### config.mk
export PLATFORM = sky130hd
export DESIGN_NAME = instr_loader
export DESIGN_NICKNAME = d
export VERILOG_FILES = /design/src/rtl/legv8_pkg.sv /design/src/rtl/instr_encoder.sv /design/src/rtl/instr_loader.sv
export SDC_FILE = /design/constraint.sdc
export NUM_CORES = 1
export LEC_CHECK = 0
export ABC_AREA = 1
export BUFFER_PORTS_ARGS = -buffer_cell sky130_fd_sc_hd__buf_2
export CAP_MARGIN = 20
export CORE_ASPECT_RATIO = 1.2
export CORE_MARGIN = 2
export CORE_UTILIZATION = 40
export CTS_CLUSTER_DIAMETER = 30
export DETAILED_ROUTE_END_ITERATION = 7
export GPL_TIMING_DRIVEN = 0
export PLACE_DENSITY = 0.69
export SETUP_SLACK_MARGIN = 0.1
export SLEW_MARGIN = 10
export SYNTH_ARGS = -nofsm -noshare
export SYNTH_HDL_FRONTEND = slang
export SYNTH_SLANG_ARGS = --single-unit
### constraint.sdc
create_clock -name clk -period 3.6 [get_ports clk]
set_clock_uncertainty 0.05 [all_clocks]
set_input_delay 0.18 -clock clk [delete_from_list [all_inputs] [get_ports clk]]
set_output_delay 0.18 -clock clk [all_outputs]
set_load 0.005 [all_outputs]
### src/rtl/legv8_pkg.sv
// Shared LEGv8 definitions: request op codes, instruction opcode fields and loader states.
package legv8_pkg;

    typedef enum logic [2:0] {
        OP_LDUR = 3'd0,
        OP_STUR = 3'd1,
        OP_CBZ  = 3'd2,
        OP_ADD  = 3'd3,
        OP_SUB  = 3'd4,
        OP_AND  = 3'd5,
        OP_ORR  = 3'd6,
        OP_ILL  = 3'd7
    } op_e;

    localparam logic [10:0] OPC_LDUR = 11'b11111000010;
    localparam logic [10:0] OPC_STUR = 11'b11111000000;
    localparam logic [10:0] OPC_ADD  = 11'b10001011000;
    localparam logic [10:0] OPC_SUB  = 11'b11001011000;
    localparam logic [10:0] OPC_AND  = 11'b10001010000;
    localparam logic [10:0] OPC_ORR  = 11'b10101010000;
    localparam logic [7:0]  OPC_CBZ  = 8'b10110100;

    typedef enum logic [1:0] {
        ST_IDLE = 2'd0,
        ST_LOAD = 2'd1,
        ST_FULL = 2'd2
    } state_e;

endpackage

### src/rtl/instr_encoder.sv
// Combinational field packer: turns an op plus register/immediate fields into a 32-bit LEGv8 word.
module instr_encoder
    import legv8_pkg::*;
(
    input  op_e         op_i,
    input  logic [4:0]  rd_i,
    input  logic [4:0]  rn_i,
    input  logic [4:0]  rm_i,
    input  logic [18:0] imm_i,
    output logic [31:0] word_o,
    output logic        illegal_o
);

    always_comb begin
        word_o    = 32'h0000_0000;
        illegal_o = 1'b0;
        case (op_i)
            OP_LDUR: word_o = {OPC_LDUR, imm_i[8:0], 2'b00, rn_i, rd_i};
            OP_STUR: word_o = {OPC_STUR, imm_i[8:0], 2'b00, rn_i, rd_i};
            OP_CBZ:  word_o = {OPC_CBZ, imm_i, rd_i};
            OP_ADD:  word_o = {OPC_ADD, rm_i, 6'b000000, rn_i, rd_i};
            OP_SUB:  word_o = {OPC_SUB, rm_i, 6'b000000, rn_i, rd_i};
            OP_AND:  word_o = {OPC_AND, rm_i, 6'b000000, rn_i, rd_i};
            OP_ORR:  word_o = {OPC_ORR, rm_i, 6'b000000, rn_i, rd_i};
            default: illegal_o = 1'b1;
        endcase
    end

endmodule

### src/rtl/instr_loader.sv
// Session-based instruction loader: accepts encode requests, packs them and writes
// consecutive words into instruction memory through a registered write port.
module instr_loader
    import legv8_pkg::*;
#(
    parameter int DEPTH = 64,
    parameter int AW    = 6
) (
    input  logic          clk,
    input  logic          reset,
    input  logic          start,
    input  logic          finish,
    input  logic          in_valid,
    output logic          in_ready,
    input  logic [2:0]    op,
    input  logic [4:0]    rd,
    input  logic [4:0]    rn,
    input  logic [4:0]    rm,
    input  logic [18:0]   imm,
    output logic          imem_we,
    output logic [AW-1:0] imem_waddr,
    output logic [31:0]   imem_wdata,
    output logic          busy,
    output logic          full,
    output logic          err,
    output logic [AW:0]   count
);

    localparam logic [AW:0] LAST_IDX = (AW+1)'(DEPTH - 1);

    state_e        state_q, state_d;
    logic [AW:0]   count_q, count_d;
    logic          err_q, err_d;
    logic          we_q, we_d;
    logic [AW-1:0] waddr_q, waddr_d;
    logic [31:0]   wdata_q, wdata_d;

    logic [31:0]   enc_word;
    logic          enc_illegal;
    logic          xfer;

    instr_encoder u_enc (
        .op_i      (op_e'(op)),
        .rd_i      (rd),
        .rn_i      (rn),
        .rm_i      (rm),
        .imm_i     (imm),
        .word_o    (enc_word),
        .illegal_o (enc_illegal)
    );

    assign in_ready = (state_q == ST_LOAD);
    assign xfer     = in_valid && in_ready;

    // A transfer accepted alongside finish still lands its write; finish only steers the state.
    always_comb begin
        state_d = state_q;
        count_d = count_q;
        err_d   = err_q;
        we_d    = 1'b0;
        waddr_d = waddr_q;
        wdata_d = wdata_q;

        if (xfer) begin
            we_d    = 1'b1;
            waddr_d = count_q[AW-1:0];
            wdata_d = enc_word;
            count_d = count_q + 1'b1;
            if (enc_illegal) begin
                err_d = 1'b1;
            end
        end

        case (state_q)
            ST_IDLE: begin
                if (start) begin
                    state_d = ST_LOAD;
                    count_d = '0;
                    err_d   = 1'b0;
                end
            end
            ST_LOAD: begin
                if (finish) begin
                    state_d = ST_IDLE;
                end else if (xfer && (count_q == LAST_IDX)) begin
                    state_d = ST_FULL;
                end
            end
            ST_FULL: begin
                if (finish) begin
                    state_d = ST_IDLE;
                end
            end
            default: state_d = ST_IDLE;
        endcase
    end

    always_ff @(posedge clk) begin
        if (reset) begin
            state_q <= ST_IDLE;
            count_q <= '0;
            err_q   <= 1'b0;
            we_q    <= 1'b0;
            waddr_q <= '0;
            wdata_q <= 32'h0000_0000;
        end else begin
            state_q <= state_d;
            count_q <= count_d;
            err_q   <= err_d;
            we_q    <= we_d;
            waddr_q <= waddr_d;
            wdata_q <= wdata_d;
        end
    end

    assign imem_we    = we_q;
    assign imem_waddr = waddr_q;
    assign imem_wdata = wdata_q;
    assign busy       = (state_q != ST_IDLE);
    assign full       = (state_q == ST_FULL);
    assign err        = err_q;
    assign count      = count_q;

endmodule

==> run summary, run 1 <==
Vias per inst -> 4.86
Hold_sp -> rd[4]
Syn Inst Count -> 287
Grt ovf -> 0
Initial DRC Count -> 166
Post-synth top area cell -> dfxtp_1
EDFF count, synth -> 0
CTS Hold Bufs -> 0
Setup violations, final -> 0
Cell Area, Synth -> 0.00208 mm²
Area share of the largest cell type after synthesis -> 0.472
Worst skew pair latency -> 0.30 ns
Clk buf depth -> 2
Endpoints failing hold -> 0
Vias in the first global route -> 2,028
Top cells by area, synth -> dfxtp_1 (47%), nand2_1 (16%), a21oi_1 (9.6%)
Residual DRC -> 0
Power, Total -> 1.07 mW
Critical R2R Capture -> imem_wdata[29]
CP Class -> flop to flop
Largest net degree at the start of global routing -> 15
ANT cells -> 0
Most common library cells after synthesis -> nand2_1 (89), dfxtp_1 (49), a21oi_1 (40)
Worst hold path depth -> 3
Htree depth -> 2
Cts repair resizes -> 0
Yosys warning total -> 0
Max_cap viols -> 0
CP endpoint kind -> flop
Clk sinks -> 49
CP max FO -> 10
Global-route wire length before repair -> 9.44 mm
Placed instance count -> 437
Routed wire length -> 5.63 mm
Critical Path Start Type -> flop
Post-route insts no fill -> 444
Outcome -> complete, no violations
Post-CTS Setup Inserts -> 0
Yosys reg bits -> 49
Fin. max-slew vios -> 0
Max Fclk -> 727 MHz
Fin nets -> 427
Layout cell share with drive strength beyond 1 -> 0.297
Clock transition at path regs -> 0.09 ns
Post-Syn Area per Cell -> 7.24 µm²
Worst R2R Path Depth -> 6
Setup ws final -> 2.23 ns
Leakage -> 1.32 nW
CTS Root Cell -> clkbuf_8
Hold/Removal Path Class -> input pin to flop
Total core area -> 0.00497 mm²
CTS tree -> yes
Reg-to-reg slack, setup -> 2.23 ns
Worst hold path endpoint -> imem_wdata[4]
VDD IR-drop max -> 0.260 mV
Place WS -> 2.23 ns
Unrepaired setup endpoints after global routing -> no
Measured slew at the worst slew-check pin -> 0.474 ns
Critical Path AT -> 1.52 ns
Final ANT Viol Nets -> 0
Core Rows -> 28
TritonCTS Buffers -> 5
Die Ht -> 83.0 µm
FFs w/ async S/R, synth -> 0
Mapped Nets -> 330
Antenna violations before repair -> 0
Critical Path RT -> 3.75 ns
Count leader, synth -> nand2_1
Routed length per instance -> 12.7 µm
Power density over cell area -> 396 mW/mm²
Post-DP HPWL -> 4.24 mm
Die W -> 69.8 µm
Synth-to-layout area growth -> 30.3%
All-layer global routing usage -> 0.201
RR Startpoint -> state_q[1]
Starting Density -> 0.418
TNS Setup -> 0 ns
Vias after detailed routing -> 2,156
DR pass1 iterations -> 4
Final min period -> 1.37 ns
Prevailing post-synth register cell -> dfxtp_1
Sequential element share of the synthesized area -> 0.472
Slew HR -> 0.684
Input/output buffers -> 90
Routability cong. -> 0.791
Synth cell types -> 23
Final period util -> 0.382
Ports -> 92
Full die area -> 0.00579 mm²
-- layout by cell type, fill, tap and decap left out --
| cell type | synthesis | routed |
|---|---|---|
| nor2_2 | 1 | 1 |
| buf_4 | 3 | 3 |
| xor2_1 | 2 | 2 |
| o21ai_0 | 10 | 10 |
| nor2_1 | 19 | 19 |
| dfxtp_1 | 49 | 49 |
| ha_1 | 1 | 1 |
| bufinv_16 | 0 | 1 |
| buf_6 | 1 | 1 |
| nor3_1 | 2 | 2 |
| a31oi_1 | 1 | 1 |
| nand3_2 | 2 | 2 |
| nand3_1 | 31 | 31 |
| o211ai_1 | 1 | 1 |
| inv_2 | 3 | 3 |
| buf_2 | 4 | 94 |
| nor2_4 | 2 | 2 |
| clkinv_2 | 0 | 1 |
| nand2_1 | 89 | 89 |
| clkbuf_8 | 0 | 5 |
| a21oi_1 | 40 | 40 |
| inv_1 | 18 | 18 |
| buf_1 | 1 | 1 |
| a21boi_0 | 2 | 2 |
| nand3_4 | 1 | 1 |
| clkbuf_1 | 4 | 4 |
-- where the power goes --
group	switching (mW)	total [mW]	internal, mW
clock network	0.181	0.383	0.202
logic	0.0731	0.125	0.0514
registers	0.00851	0.565	0.556
-- sequential cells by signal (all words and copies together) (netlist names) --
name,flops
count,7
err,1
imem_we,1
state_q,2
imem_wdata,32
imem_waddr,6
-- area by class of cell --
type | count | area (µm²)
clock buffers | 5 | 68.8
clock inverters | 2 | 35.0
fillers | 515 | 2270
multi-input cells | 204 | 946
repair buffers | 90 | 450
flip-flops and latches | 49 | 981
well taps | 60 | 75.1
inverters | 21 | 78.8
plain buffers | 13 | 72.6
-- layer usage --
layer | GRT usage | wire (µm)
met3 | 0.0510 | 336
met1 | 0.244 | 2440
met5 | 0 | 0
met2 | 0.334 | 2720
met4 | 0.0839 | 129
-- through the flow --
step	cell area (µm²)	hold WS (ns)	utilization
final	2710	0.0607	0.544
after global routing	2710	0.0686	0.544
after detailed placement	2600	0.386	0.523
after CTS	2710	0.0517	0.544
after floorplan	2080	0.273	-
after global placement	2600	0.377	0.523
-- logic make-up after synthesis --
| group | after synthesis | share of synthesized area |
|---|---|---|
| AOI/OAI and AO/OA | 54 | 0.134 |
| xor gates and xnor gates | 2 | 0.00843 |
| adders and majority gates | 1 | 0.00602 |
| buffers and inverters | 34 | 0.0728 |
| DFF | 49 | 0.472 |
| and+or+nand+nor | 147 | 0.306 |
-- how the worst max path moves through the flow --
stage	startpoint	end	slack, ns	depth (start not counted)
6_report	state_q[1]	imem_wdata[29]	2.23	6
5_1_grt	count[0]	state_q[0]	2.06	6
4_1_cts	count[0]	state_q[0]	2.20	6
3_5_place_dp	state_q[1]	imem_wdata[29]	2.23	6
3_3_place_gp	state_q[1]	imem_wdata[29]	2.25	6
2_1_floorplan	state_q[1]	imem_wdata[29]	2.38	6
-- worst max-delay path: stages, from the launching register on --
cell and delay [ns]:
dfxtp_1 0.32, inv_1 0.13, nand3_4 0.15, buf_4 0.21, buf_2 0.19, nor3_1 0.15, nor2_1 0.07
(Power assumes the default switching activity.)
==> inputs of run 2 (changes only) <==
PLACE_DENSITY = 0.72   (was 0.69)
clock period = 1.1 ns   (was 3.6 ns; I/O delays follow)
==> run summary, run 2 (synthesis results as in run 1) <==
Outcome -> finished, violations left
Failing checks -> setup timing
Residual DRC -> 0
Final ANT Viol Nets -> 0
Post-DP HPWL -> 4.31 mm
Max reg flops -> 32
Clock Power Share -> 0.301
Net Sw Frac -> 0.267
Input/output buffers -> 90
Global-route wire length before repair -> 10.6 mm
Htree depth -> 2
Routed wire length -> 6.31 mm
Clock transition at path regs -> 0.09 ns
TritonCTS Buffers -> 5
Max Fclk -> 823 MHz
Slew HR -> 0.652
Routability cong. -> 0.873
Fin nets -> 450
Unrepaired setup endpoints after global routing -> yes
Worst skew pair latency -> 0.30 ns
Layout cell share with drive strength beyond 1 -> 0.392
All-layer global routing usage -> 0.222
Placed instance count -> 437
Fin. max-slew vios -> 0
Initial DRC Count -> 94
CTS Root Cell -> clkbuf_8
Largest net degree at the start of global routing -> 15
Die Ht -> 83.0 µm
Endpoints failing hold -> 0
Clk buf depth -> 2
Total core area -> 0.00497 mm²
Starting Density -> 0.418
Clk sinks -> 49
Vias after detailed routing -> 2,309
Die W -> 69.8 µm
Final period util -> 1.10
Core Rows -> 28
CP max FO -> 7
Commonest cells after routing, fill and taps aside -> buf_2 (91), nand2_1 (81), dfxtp_1 (41), a21oi_1 (35), nand3_1 (24)
Critical Path AT -> 1.42 ns
Post-route insts no fill -> 468
Internal power consumption -> 2.49 mW
Hold/Removal Path Class -> input pin to flop
CP endpoint kind -> flop
Vias in the first global route -> 2,365
Net Sw Power -> 907 µW
ANT cells -> 0
Critical Path RT -> 1.30 ns
Setup violations, final -> 50
Power, Total -> 3.39 mW
VDD IR-drop max -> 0.600 mV
Power density over cell area -> 1090 mW/mm²
CP Class -> flop to flop
Leakage -> 1.50 nW
Vias per inst -> 4.93
Antenna violations before repair -> 0
Flop pwr share -> 0.544
Most common cell after layout, fill and taps aside -> buf_2
CTS tree -> yes
Full die area -> 0.00579 mm²
Max_cap viols -> 0
Measured slew at the worst slew-check pin -> 0.522 ns
Routed length per instance -> 13.5 µm
Setup ws final -> -0.115 ns
Logic pwr share -> 0.155
Grt ovf -> 0
Critical Path Start Type -> flop
Ports -> 92
Final min period -> 1.22 ns
Synth-to-layout area growth -> 49.9%
DR pass1 iterations -> 4
## run 2: per-layer routing
metal  part of all wire  wire (µm)  track usage
met4              0.020        125       0.0839
met1               0.42       2640        0.252
met3              0.040        252       0.0485
met5                  0          0            0
met2               0.52       3290        0.402
## run 2: worst paths after layout
kind | from | depth (start not counted) | endpoint | slack, ns
hold / removal | rn[2] | 5 | imem_wdata[7] | 0.01
hold reg to reg | imem_wdata[19] | 2 | imem_wdata[19] | 0.42
setup / recovery | state_q[1] | 8 | imem_wdata[6] | -0.12
setup reg to reg | state_q[1] | 8 | imem_wdata[6] | -0.12
## run 2: timing repair
action                                 4_1_cts  5_1_grt
hold buffers                                13        0
setup buffers                                7        1
endpoints found under the hold margin       12        0
pin swaps                                    6        8
cloned                                       2        0
setup endpoints to repair                   53       56
gates resized for setup                     29       14
## run 2: layout make-up
cell class	count	area, µm²
buffer	13	104
clock buffer	5	68.8
clock inverter	3	12.5
fill	462	1860
inverter	21	81.3
multi-input combinational	204	1090
sequential	49	998
tap	60	75.1
timing repair buffer	113	686
## run 2: power by group through the flow
stage / registers [mW] / clock network [mW] / logic [mW]
floorplan: 1.89 / 0 / 0.223
global placement: 1.89 / 0 / 0.423
detailed placement: 1.89 / 0 / 0.427
CTS: 1.84 / 1.03 / 0.507
global route: 1.85 / 1.11 / 0.581
finish: 1.85 / 1.02 / 0.525
## run 2: worst max-delay path, cell delays in order, from the launching register on
cell and delay [ns]:
dfxtp_2 0.33, inv_2 0.07, nand3_4 0.15, nor2_4 0.19, buf_6 0.14, nand3_2 0.07
nand3_2 0.06, nand2_1 0.04, inv_1 0.05
## run 2: through the flow
stage / setup slack (ns) / hold WS, ns / setup TNS (ns) / instance area (µm²) / utilization
floorplan: -0.0123 / 0.145 / -0.0257 / 2150 / -
global placement: -0.157 / 0.256 / -4.63 / 2680 / 0.538
detailed placement: -0.165 / 0.262 / -5.25 / 2680 / 0.538
CTS: -0.102 / 0.00692 / -3.12 / 3060 / 0.615
global route: -0.202 / 0.0236 / -7.60 / 3120 / 0.626
finish: -0.115 / 0.0141 / -3.22 / 3120 / 0.626
